### src/rtl/rect_draw_sequencer.sv
// rect_draw_sequencer: accepts a rectangle/clear command and walks the clipped
// rectangle row-major, emitting one pixel per valid/ready transfer.
module rect_draw_sequencer #(
  parameter int X_W      = 8,
  parameter int Y_W      = 7,
  parameter int COLOUR_W = 3,
  parameter int SCREEN_W = 160,
  parameter int SCREEN_H = 120
) (
  input  logic                clk,
  input  logic                resetn,
  input  logic                cmd_valid,
  output logic                cmd_ready,
  input  logic [X_W-1:0]      cmd_x,
  input  logic [Y_W-1:0]      cmd_y,
  input  logic [X_W-1:0]      cmd_w,
  input  logic [Y_W-1:0]      cmd_h,
  input  logic [COLOUR_W-1:0] cmd_colour,
  input  logic                cmd_clear,
  output logic                pix_valid,
  input  logic                pix_ready,
  output logic [X_W-1:0]      pix_x,
  output logic [Y_W-1:0]      pix_y,
  output logic [COLOUR_W-1:0] pix_colour,
  output logic                busy,
  output logic                done
);
  typedef enum logic [1:0] {IDLE, SETUP, DRAW, DONE} state_t;
  localparam logic [X_W:0] X_MAX = (X_W+1)'(SCREEN_W - 1);
  localparam logic [Y_W:0] Y_MAX = (Y_W+1)'(SCREEN_H - 1);
  state_t state, state_n;
  logic [X_W-1:0] x0, w, xe, cur_x;
  logic [Y_W-1:0] y0, h, ye, cur_y;
  logic clear, empty, last;
  logic [X_W:0] x_sum;
  logic [Y_W:0] y_sum;
  assign x_sum = {1'b0, x0} + {1'b0, w} - (X_W+1)'(1);
  assign y_sum = {1'b0, y0} + {1'b0, h} - (Y_W+1)'(1);
  assign empty = !clear && (w == '0 || h == '0 || {1'b0, x0} > X_MAX || {1'b0, y0} > Y_MAX);
  assign last = cur_x == xe && cur_y == ye;
  assign cmd_ready = state == IDLE;
  assign pix_valid = state == DRAW;
  assign busy = state != IDLE;
  assign done = state == DONE;
  assign pix_x = cur_x;
  assign pix_y = cur_y;
  always_comb begin
    state_n = state;
    case (state)
      IDLE:    state_n = cmd_valid ? SETUP : IDLE;
      SETUP:   state_n = empty ? DONE : DRAW;
      DRAW:    state_n = (pix_ready && last) ? DONE : DRAW;
      default: state_n = IDLE;
    endcase
  end
  always_ff @(posedge clk)
    if (!resetn) state <= IDLE;
    else state <= state_n;
  always_ff @(posedge clk) begin
    if (!resetn) begin
      {x0, w, xe, cur_x} <= '0;
      {y0, h, ye, cur_y} <= '0;
      clear <= 1'b0;
      pix_colour <= '0;
    end else if (state == IDLE && cmd_valid) begin
      x0 <= cmd_x;
      y0 <= cmd_y;
      w <= cmd_w;
      h <= cmd_h;
      clear <= cmd_clear;
      pix_colour <= cmd_colour;
    end else if (state == SETUP) begin
      x0 <= clear ? '0 : x0;
      y0 <= clear ? '0 : y0;
      cur_x <= clear ? '0 : x0;
      cur_y <= clear ? '0 : y0;
      xe <= (clear || x_sum > X_MAX) ? X_MAX[X_W-1:0] : x_sum[X_W-1:0];
      ye <= (clear || y_sum > Y_MAX) ? Y_MAX[Y_W-1:0] : y_sum[Y_W-1:0];
    end else if (state == DRAW && pix_ready) begin
      // wrap to the row start; cur_y runs one past ye on the final pixel, harmlessly
      cur_x <= cur_x < xe ? cur_x + X_W'(1) : x0;
      cur_y <= cur_x < xe ? cur_y : cur_y + Y_W'(1);
    end
  end
endmodule

### config.mk
export PLATFORM = sky130hd
export DESIGN_NAME = rect_draw_sequencer
export DESIGN_NICKNAME = d
export VERILOG_FILES = /design/src/rtl/rect_draw_sequencer.sv
export SDC_FILE = /design/constraint.sdc
export NUM_CORES = 1
export LEC_CHECK = 0
export CORE_UTILIZATION = 45
export CTS_BUF_LIST = sky130_fd_sc_hd__clkbuf_16
export CTS_CLUSTER_DIAMETER = 150
export CTS_CLUSTER_SIZE = 28
export DETAILED_ROUTE_END_ITERATION = 6
export GPL_TIMING_DRIVEN = 0
export PLACE_DENSITY = 0.68
export SLEW_MARGIN = 30
export SYNTH_ARGS = -nofsm -noshare
export SYNTH_HDL_FRONTEND = slang
export SYNTH_SLANG_ARGS = --single-unit
export TNS_END_PERCENT = 1
### constraint.sdc
create_clock -name clk -period 3.51 [get_ports clk]
set_input_delay 0.702 -clock clk [delete_from_list [all_inputs] [get_ports clk]]
set_output_delay 0.702 -clock clk [all_outputs]
set_load 0.005 [all_outputs]
; Yosys cells after proc, flatten, opt, wreduce, memory -nomap -nowiden
; Cells that the tools add are included.
[op_classes]
n_addsub = 6
magnitude_cmp = 5
n_eq_ne = 6
mux = 18
bitwise = 1
reduce_logical = 20
[op_table]
columns = operator, count
row1 = 8-bit 2-to-1 mux, 7
row2 = 7-bit 2-to-1 mux, 7
row3 = 8-bit by 8-bit adder with 9-bit output, 1
row4 = "9-bit by 8-bit > comparator with 1-bit output, second input constant", 1
row5 = "9-bit by 1-bit subtractor with 9-bit output, second input constant", 1
row6 = 7-bit by 7-bit adder with 8-bit output, 1
row7 = "8-bit by 1-bit adder with 8-bit output, second input constant", 1
row8 = 8-bit == test, 1
row9 = "8-bit by 7-bit > comparator with 1-bit output, second input constant", 1
row10 = "8-bit > comparator, second input constant", 1
row11 = 8-bit logical NOT, 1
row12 = 8-bit less-than comparator, 1
row13 = "8-bit by 1-bit subtractor with 8-bit output, second input constant", 1
row14 = "7-bit by 1-bit adder with 7-bit output, second input constant", 1
row15 = 7-bit == test, 1
row16 = "7-bit > comparator, second input constant", 1
row17 = 7-bit logical NOT, 1
row18 = 2-bit case mux with 3 select lines, 1
row19 = 2-bit nonzero test, 3
row20 = 1-bit logical AND, 5
row21 = 1-bit logical OR, 5
row22 = "2-bit == test, second input constant", 2
row23 = 2-bit AND reduction, 2
row24 = 1-bit 2-to-1 mux, 3
row25 = 6 further kinds, 6
[totals]
regBits = 66
in_bits = 38
out_inout_bits = 22

; Depth between registers and ports, before layout
; Gate-level depths: netlist (run 1).
[logic_depth]
depth_word = 7
depth_mapped = 12
ltp_nobuf = 12

; Worst setup path before layout (run 1)
; OpenSTA, ideal clock, no wires.
[synth_path]
path_type = register to register
startpoint = register y0[1]
endpoint = register ye[1]
setup_time_ns = 0.119
arrival_ns = 2.295
t_required_ns = 3.391
path_slack_ns = 1.097
stages_incl_launch_ff = 12
path_cell_list = dfxtp_1 > inv_1 > ha_1 > inv_1 > ha_1 > fa_1 > a21o_2 > a21oi_1 > xnor2_1 > and3_4 > a21o_2 > o221a_2
[synth_via]
elab_chain_cells = 5
[synth_rtl]
columns = element, line
row1 = "start, declared", 33  ; logic [Y_W-1:0] y0, h, ye, cur_y;
row2 = "start signal, assigned", 67  ; y0 <= cmd_y;
row3 = "start signal, assigned", 74  ; y0 <= clear ? '0 : y0;
row4 = 7-bit by 7-bit adder with 8-bit output *, 38  ; assign y_sum = {1'b0, y0} + {1'b0, h} - (Y_W+1)'(1);
row5 = 8-bit by 1-bit subtractor with 8-bit output *, 38
row6 = 8-bit by 7-bit > comparator with 1-bit output, 78  ; ye <= (clear || y_sum > Y_MAX) ? Y_MAX[Y_W-1:0] : y_sum[Y_W-1:0];
row7 = 1-bit logical OR, 78
row8 = 7-bit 2-to-1 mux *, 78
row9 = "end signal, assigned", 78
row10 = "end, declared", 33
; Every way passes the cells marked *; elsewhere a longest branch is shown, timed or not.
; A chain may end at the register's enable or synchronous reset.

; Worst setup path in the final report (run 1)
[layout_path]
startpoint = register x0[4]
endpoint = register xe[1]
[layout_via]
elab_chain_cells = 5
[layout_rtl]
columns = element, line
row1 = "start, declared", 32  ; logic [X_W-1:0] x0, w, xe, cur_x;
row2 = "start signal, assigned", 66  ; x0 <= cmd_x;
row3 = "start signal, assigned", 73  ; x0 <= clear ? '0 : x0;
row4 = 8-bit by 8-bit adder with 9-bit output, 37  ; assign x_sum = {1'b0, x0} + {1'b0, w} - (X_W+1)'(1);
row5 = 9-bit by 1-bit subtractor with 9-bit output, 37
row6 = 9-bit by 8-bit > comparator with 1-bit output, 77  ; xe <= (clear || x_sum > X_MAX) ? X_MAX[X_W-1:0] : x_sum[X_W-1:0];
row7 = 1-bit logical OR, 77
row8 = 8-bit 2-to-1 mux, 77
row9 = "end signal, assigned", 77
row10 = "end, declared", 32
; Every way passes these cells.

==> key figures, run 1 <==
Worst setup path
  – Worst EP arrival: 2860 ps
  – Crit Reg-Reg Startpoint: x0[4]
  – Critical path type: reg -> reg
  – CP Buf/Inv Count: 3
  – CP delay by family, top: compound AO/OA/AOI/OAI gates
  – Worst Setup End Kind: register
  – CP Data Required Time: about 3700 ps
  – Worst reg-to-reg setup slack: approximately 870 ps
  – Slowest stage delay, CP: approximately 440 ps
  – Crit-path max FO: 8
  – Crit-path slowest cell: dfxtp_1
  – CP startpoint: x0[4]
  – Cell breakdown of the critical path: inv_1 > ha_1 > inv_1 > ha_1 > buf_2 > a2111o_1 > a41oi_1 > a21oi_1 > or2_1 > a21oi_2 > a21oi_1
  – CP Launch Type: register

Cells and area
  – Post-route design area: about 5000 µm²
  – Fin nets: between 600 and 700
  – Layout cells sized above 1: 0.0566
  – Final Core Density: 0.582
  – Antenna Cells: 0
  – Synth-to-Final Area Change: 25.6%
  – # fillers: about 810

Clock network
  – H-Tree Depth: 3
  – Reg clk slew, reported paths: 60 ps
  – Post-CTS sizing: 0
  – Post-CTS Hold Fix Bufs: 0
  – # Post-CTS Setup Buffers: 0
  – TritonCTS Buffers: 9
  – Clock sinks: 66
  – TritonCTS clock tree: done
  – Root buffer cell: clkbuf_16
  – Worst-Skew Late Latency: around 330 ps
  – Longest Clk Path Bufs: 2

Global routing
  – Vias in the first global route: roughly 3700
  – GRT Total Usage: 0.238
  – First-pass GRT wire length: roughly 18 mm
  – Initial antenna violation count: 0
  – Largest net degree at the start of global routing: 12
  – Grt ovf: 0

Power
  – Power density over the cells: between 600 and 700 nW/µm²
  – Pleak: 0.00215 µW
  – Worst IR Drop VDD: roughly 0.30 mV

Detailed routing
  – Iter 0 DRT Violations: a little over 200
  – Detail Route Antenna Nets: 0
  – Final wirelength: 11.0 mm
  – Via/cell ratio: 5.56
  – Remaining DRCs: 0
  – Vias after detailed routing: about 3800
  – Drt pass-1 iters: 5
  – Routed len/inst: approximately 16 µm

Die
  – Initial Utilization: 0.463
  – Core Area: approximately 8700 µm²
  – Die width: between 90 and 100 µm
  – Ports: 60
  – Die area: 9360 µm²
  – # rows: 34
  – Die height: between 90 and 100 µm

Synth
  – EDFF count, synth: 0
  – #FFs+latches synth: 66
  – Synth top cells by count: inv_1 (76), dfxtp_1 (66), nand2_1 (51)
  – Yosys top cell by area: dfxtp_1
  – Syn Area/Cell: about 7.9 µm²
  – Top FF cell, synth: dfxtp_1
  – Yosys warns: 0
  – Async SR Flop Fraction: 0
  – Post-Syn Area: between 4000 and 5000 µm²
  – Register area share after synthesis: 0.327
  – Syn_nets: 590
  – Top cells by area, synth: dfxtp_1 (33%), ha_1 (13%), inv_1 (7.1%)
  – Most common cell in the netlist: inv_1
  – Post-Synthesis Cells: a little over 500
  – Yosys top cell area share: 0.327
  – Yosys cell types: 53

Timing
  – Worst relative slew slack: 0.561
  – Slew @ Worst Pin: 659 ps
  – Final setup violation count: 0
  – Final Hold Vio Count: 0
  – Fin crit share: 0.752
  – Setup tns final: 0 ps
  – Worst Clk Skew: 6.60 ps
  – Peak Freq: about 380 MHz
  – Unrepaired setup endpoints after global routing: no
  – Max Slew Vio Count: 0
  – Minimum clock period: ~2600 ps

Worst hold path
  – HP Start: pix_colour[2]
  – Worst Hold Class: reg -> reg

Placement
  – Port Buffers: ~60
  – Placed instance area: ~4800 µm²
  – Routability cong.: about 0.9
  – Post-detail-place hpwl: slightly above 8 mm

Status
  – Status: finished clean

Flow run
  – Max cap viols: 0
[cell usage in the layout, fill, tap and decap left out, types with 3 or more instances in the layout]
cell and n:
inv_1 76, dfxtp_1 66, clkdlybuf4s50_1 59, nand2_1 51
a21oi_1 43, ha_1 42, nor2_1 39, o21ai_0 28
a22oi_1 23, clkbuf_1 17, xor2_1 12, a32o_1 11
and3_1 9, clkbuf_16 9, nand3_1 7, a211oi_1 6
nand4_1 6, a31o_2 5, o221a_2 5, nor4_1 5
nor3_1 5, clkinv_1 4, and2_1 3, a21o_1 3
buf_2 3, xnor2_1 3, o21a_1 3
[registers in the layout, indices dropped and copies added (netlist names)]
| signal | flops |
|---|---|
| w | 8 |
| state | 2 |
| xe | 8 |
| h | 7 |
| y0 | 7 |
| pix_y | 7 |
| clear | 1 |
| pix_x | 8 |
| x0 | 8 |
| pix_colour | 3 |
| ye | 7 |
[power by group]
part	total (µW)	switching (µW)	internal (µW)
clock network	952	339	613
logic	1380	787	590
registers	966	111	855
total	3290	1240	2060
[cells by family (layout without fill, tap and decap cells)]
family | after synthesis | in the layout | synth area share
AOI/OAI and AO/OA | 147 | 147 | 0.248
and+or+nand+nor | 136 | 136 | 0.155
buffers and inverters | 99 | 174 | 0.0948
DFF | 66 | 66 | 0.327
adders and majority gates | 44 | 44 | 0.140
xor gates and xnor gates | 15 | 15 | 0.0325
muxes | 1 | 1 | 0.00248
[metrics by stage]
step | power [µW] | worst slack [ps] | hold slack (ps) | std cells
finish | 3290 | 869 | 455 | 691
global route | 3520 | 688 | 485 | 691
CTS | 3290 | 884 | 457 | 691
detailed placement | 2330 | 743 | 450 | 675
global placement | 2300 | 782 | 441 | 675
floorplan | 1930 | 1100 | 436 | 508
[tightest hold or removal path: stages (launching register included)]
cell,delay (ps)
dfxtp_1,310
nand2_1,50
a21oi_1,50
[cell type report]
class | instances | area (µm²) | area share
clock buffer | 9 | 225 | 0.0444
timing repair buffer | 59 | 591 | 0.116
buffer | 22 | 93.8 | 0.0185
tap | 108 | 135 | 0.0266
multi-input combinational | 343 | 2330 | 0.460
inverter | 77 | 289 | 0.0570
clock inverter | 7 | 83.8 | 0.0165
sequential | 66 | 1320 | 0.260
[worst paths after layout]
path / to / depth (start not counted)
worst max-delay path: xe[1] / 11
worst min-delay path: pix_colour[2] / 2
worst max register to register: xe[1] / 11
worst min register to register: pix_colour[2] / 2
[per-layer routing]
layer / vias up / share of wire / GRT usage
met3: 16 / 0.056 / 0.0354
met5: - / 0 / 0
met4: 0 / 0.017 / 0.0815
met1: 1780 / 0.47 / 0.328
li1: 1914 / - / -
met2: 129 / 0.46 / 0.381
No activity file was read; power rests on OpenSTA's default activity.
==> run 2, diff against run 1 <==
==> constraint.sdc (replaced) <==
create_clock -name clk -period 2.6 [get_ports clk]
set_input_delay 0.52 -clock clk [delete_from_list [all_inputs] [get_ports clk]]
set_output_delay 0.52 -clock clk [all_outputs]
set_load 0.005 [all_outputs]
==> key figures, run 2 (same netlist as run 1, synthesis figures left out) <==
Status
  – Status: finished clean

Clock network
  – TritonCTS Buffers: 9 (unchanged)
  – TritonCTS clock tree: done
  – Longest Clk Path Bufs: 2 (unchanged)
  – Reg clk slew, reported paths: 60 ps (about the same)
  – Root buffer cell: clkbuf_16
  – H-Tree Depth: 3 (unchanged)
  – Worst-Skew Late Latency: 340 ps (about the same)
  – Clock sinks: 66 (unchanged)

Timing
  – Slew @ Worst Pin: 641 ps (-18.0 ps)
  – Worst Clk Skew: 6.80 ps (+0.196 ps)
  – Max Slew Vio Count: 0 (unchanged)
  – Minimum clock period: 2510 ps (-126 ps)
  – Peak Freq: 398 MHz (+5.0%)
  – Worst relative slew slack: 0.573 (+0.0120)
  – Unrepaired setup endpoints after global routing: yes
  – Fin crit share: 0.967 (+0.215)
  – Worst setup margin: 85.2 ps (-784 ps)
  – Final setup violation count: 0 (unchanged)
  – Final Hold Vio Count: 0 (unchanged)

Power
  – Sequential fraction of design power: 0.287 (-0.006)
  – Sw power: 1730 µW (+40%)
  – Internal power: 2840 µW (+38%)
  – Worst IR Drop VDD: 0.379 mV (+27%)
  – Pleak: 0.00216 µW (+0.80%)
  – Power density over the cells: 886 nW/µm² (+36%)
  – Share of power burned in the clock network: 0.282 (-0.007)
  – Sw Ratio: 0.378 (+0.00239)
  – Logic pwr share: 0.432 (+0.014)

Die
  – Initial Utilization: 0.463 (unchanged)
  – Core Area: 8720 µm² (unchanged)
  – Ports: 60 (unchanged)
  – Die area: 9360 µm² (unchanged)
  – Die width: 96.7 µm (unchanged)
  – Die height: 96.7 µm (unchanged)
  – # rows: 34 (unchanged)

Placement
  – Setup WS pre-CTS: -22.9 ps (-766 ps)
  – Port Buffers: 59 (unchanged)
  – Placed instance area: 4760 µm² (unchanged)
  – Post-detail-place hpwl: 8.26 mm (unchanged)
  – Routability cong.: 0.904 (unchanged)

Global routing
  – GRT Total Usage: 0.239 (+0.000308)
  – Largest net degree at the start of global routing: 12 (unchanged)
  – Vias in the first global route: 3743 (-0.027%)
  – First-pass GRT wire length: 18.0 mm (+0.11%)
  – Initial antenna violation count: 0 (unchanged)
  – Grt ovf: 0 (unchanged)

Detailed routing
  – Routed len/inst: 16.1 µm (+1.4%)
  – Iter 0 DRT Violations: 196 (-3.0%)
  – Final wirelength: 11.2 mm (+1.7%)
  – Drt pass-1 iters: 5 (unchanged)
  – Detail Route Antenna Nets: 0 (unchanged)
  – Vias after detailed routing: 3876 (+0.96%)
  – Via/cell ratio: 5.59 (+0.67%)
  – Remaining DRCs: 0 (unchanged)

Worst setup path
  – Worst EP arrival: 2800 ps (-60 ps)
  – Crit-path max FO: 4 (-4)
  – CP Data Required Time: 2880 ps (-840 ps)
  – Critical path type: reg -> reg
  – Worst Setup End Kind: register
  – CP Launch Type: register

Cells and area
  – Fin nets: 662 (+0.30%)
  – Post-route design area: 5160 µm² (+1.7%)
  – Commonest non-fill, non-tap cell in the layout: inv_1
  – Most frequent cells in the layout: inv_1 (76), clkdlybuf4s50_1 (59), dfxtp_1 (57)
  – Layout cells sized above 1: 0.0957 (+0.0391)
  – Antenna Cells: 0 (unchanged)
  – Synth-to-Final Area Change: 27.7%

Worst hold path
  – Worst Hold Class: reg -> reg

Flow run
  – Max cap viols: 0 (unchanged)
-- run 2: cell types whose count changed in the layout (fill, tap and decap cells not counted), sizes merged --
| cell | previous run | this run |
|---|---|---|
| buf | 5 | 6 |
| clkbuf | 26 | 27 |
-- run 2: path summary, 6_finish.rpt --
path	startpoint	to	slack, ps	cells after the start
worst max-delay path	y0[4]	ye[1]	90	10
worst min-delay path	pix_colour[2]	pix_colour[2]	460	2
worst min register to register	pix_colour[2]	pix_colour[2]	460	2
worst max register to register	y0[4]	ye[1]	90	10
-- run 2: what timing repair did --
| item | in CTS | in global routing |
|---|---|---|
| buffers inserted | 0 | 2 |
| endpoints found under the setup margin | 9 | 12 |
| pin swaps | 0 | 10 |
| gates resized for setup | 3 | 22 |
| hold buffers | 0 | 0 |
-- run 2: power by group through the flow --
stage	registers, µW	logic [µW]	clock network (µW)
2_1_floorplan	1270	1330	0
3_3_place_gp	1310	1790	0
3_5_place_dp	1320	1830	0
4_1_cts	1300	1860	1290
5_1_grt	1320	2210	1330
6_report	1310	1970	1290
-- run 2: layout make-up --
cell class / count / area, µm²
inverters: 77 / 289
repair buffers: 61 / 606
multi-input cells: 343 / 2380
clock buffers: 9 / 225
clock inverters: 7 / 83.8
fillers: 797 / 3560
plain buffers: 22 / 96.3
flip-flops and latches: 66 / 1340
well taps: 108 / 135
-- run 2: worst max-delay path: stages, from the launching register on --
cell and delay (ps):
dfxtp_1 440, inv_1 80, ha_1 280, inv_1 40, ha_1 340, o21a_1 160
a2111o_1 440, o311ai_2 110, and3_4 260, a21o_2 130, o221a_2 180
-- run 2: metrics by stage --
| stage | cells | total power [µW] | utilization | hold slack [ps] | TNS (ps) |
|---|---|---|---|---|---|
| finish | 693 | 4570 | 0.591 | 455 | 0 |
| global route | 693 | 4870 | 0.591 | 485 | -70.6 |
| CTS | 691 | 4440 | 0.582 | 457 | -45.6 |
| detailed placement | 675 | 3150 | 0.546 | 450 | -114 |
| global placement | 675 | 3100 | 0.546 | 441 | 0 |
| floorplan | 508 | 2600 | - | 436 | 0 |
-- run 2: metal layers --
layer / GRT usage / vias to the layer above / routed length, µm
li1: - / 1920 / -
met1: 0.328 / 1831 / 5340
met3: 0.0354 / 16 / 508
met5: 0 / - / 0
met4: 0.0815 / 0 / 180
met2: 0.382 / 109 / 5150
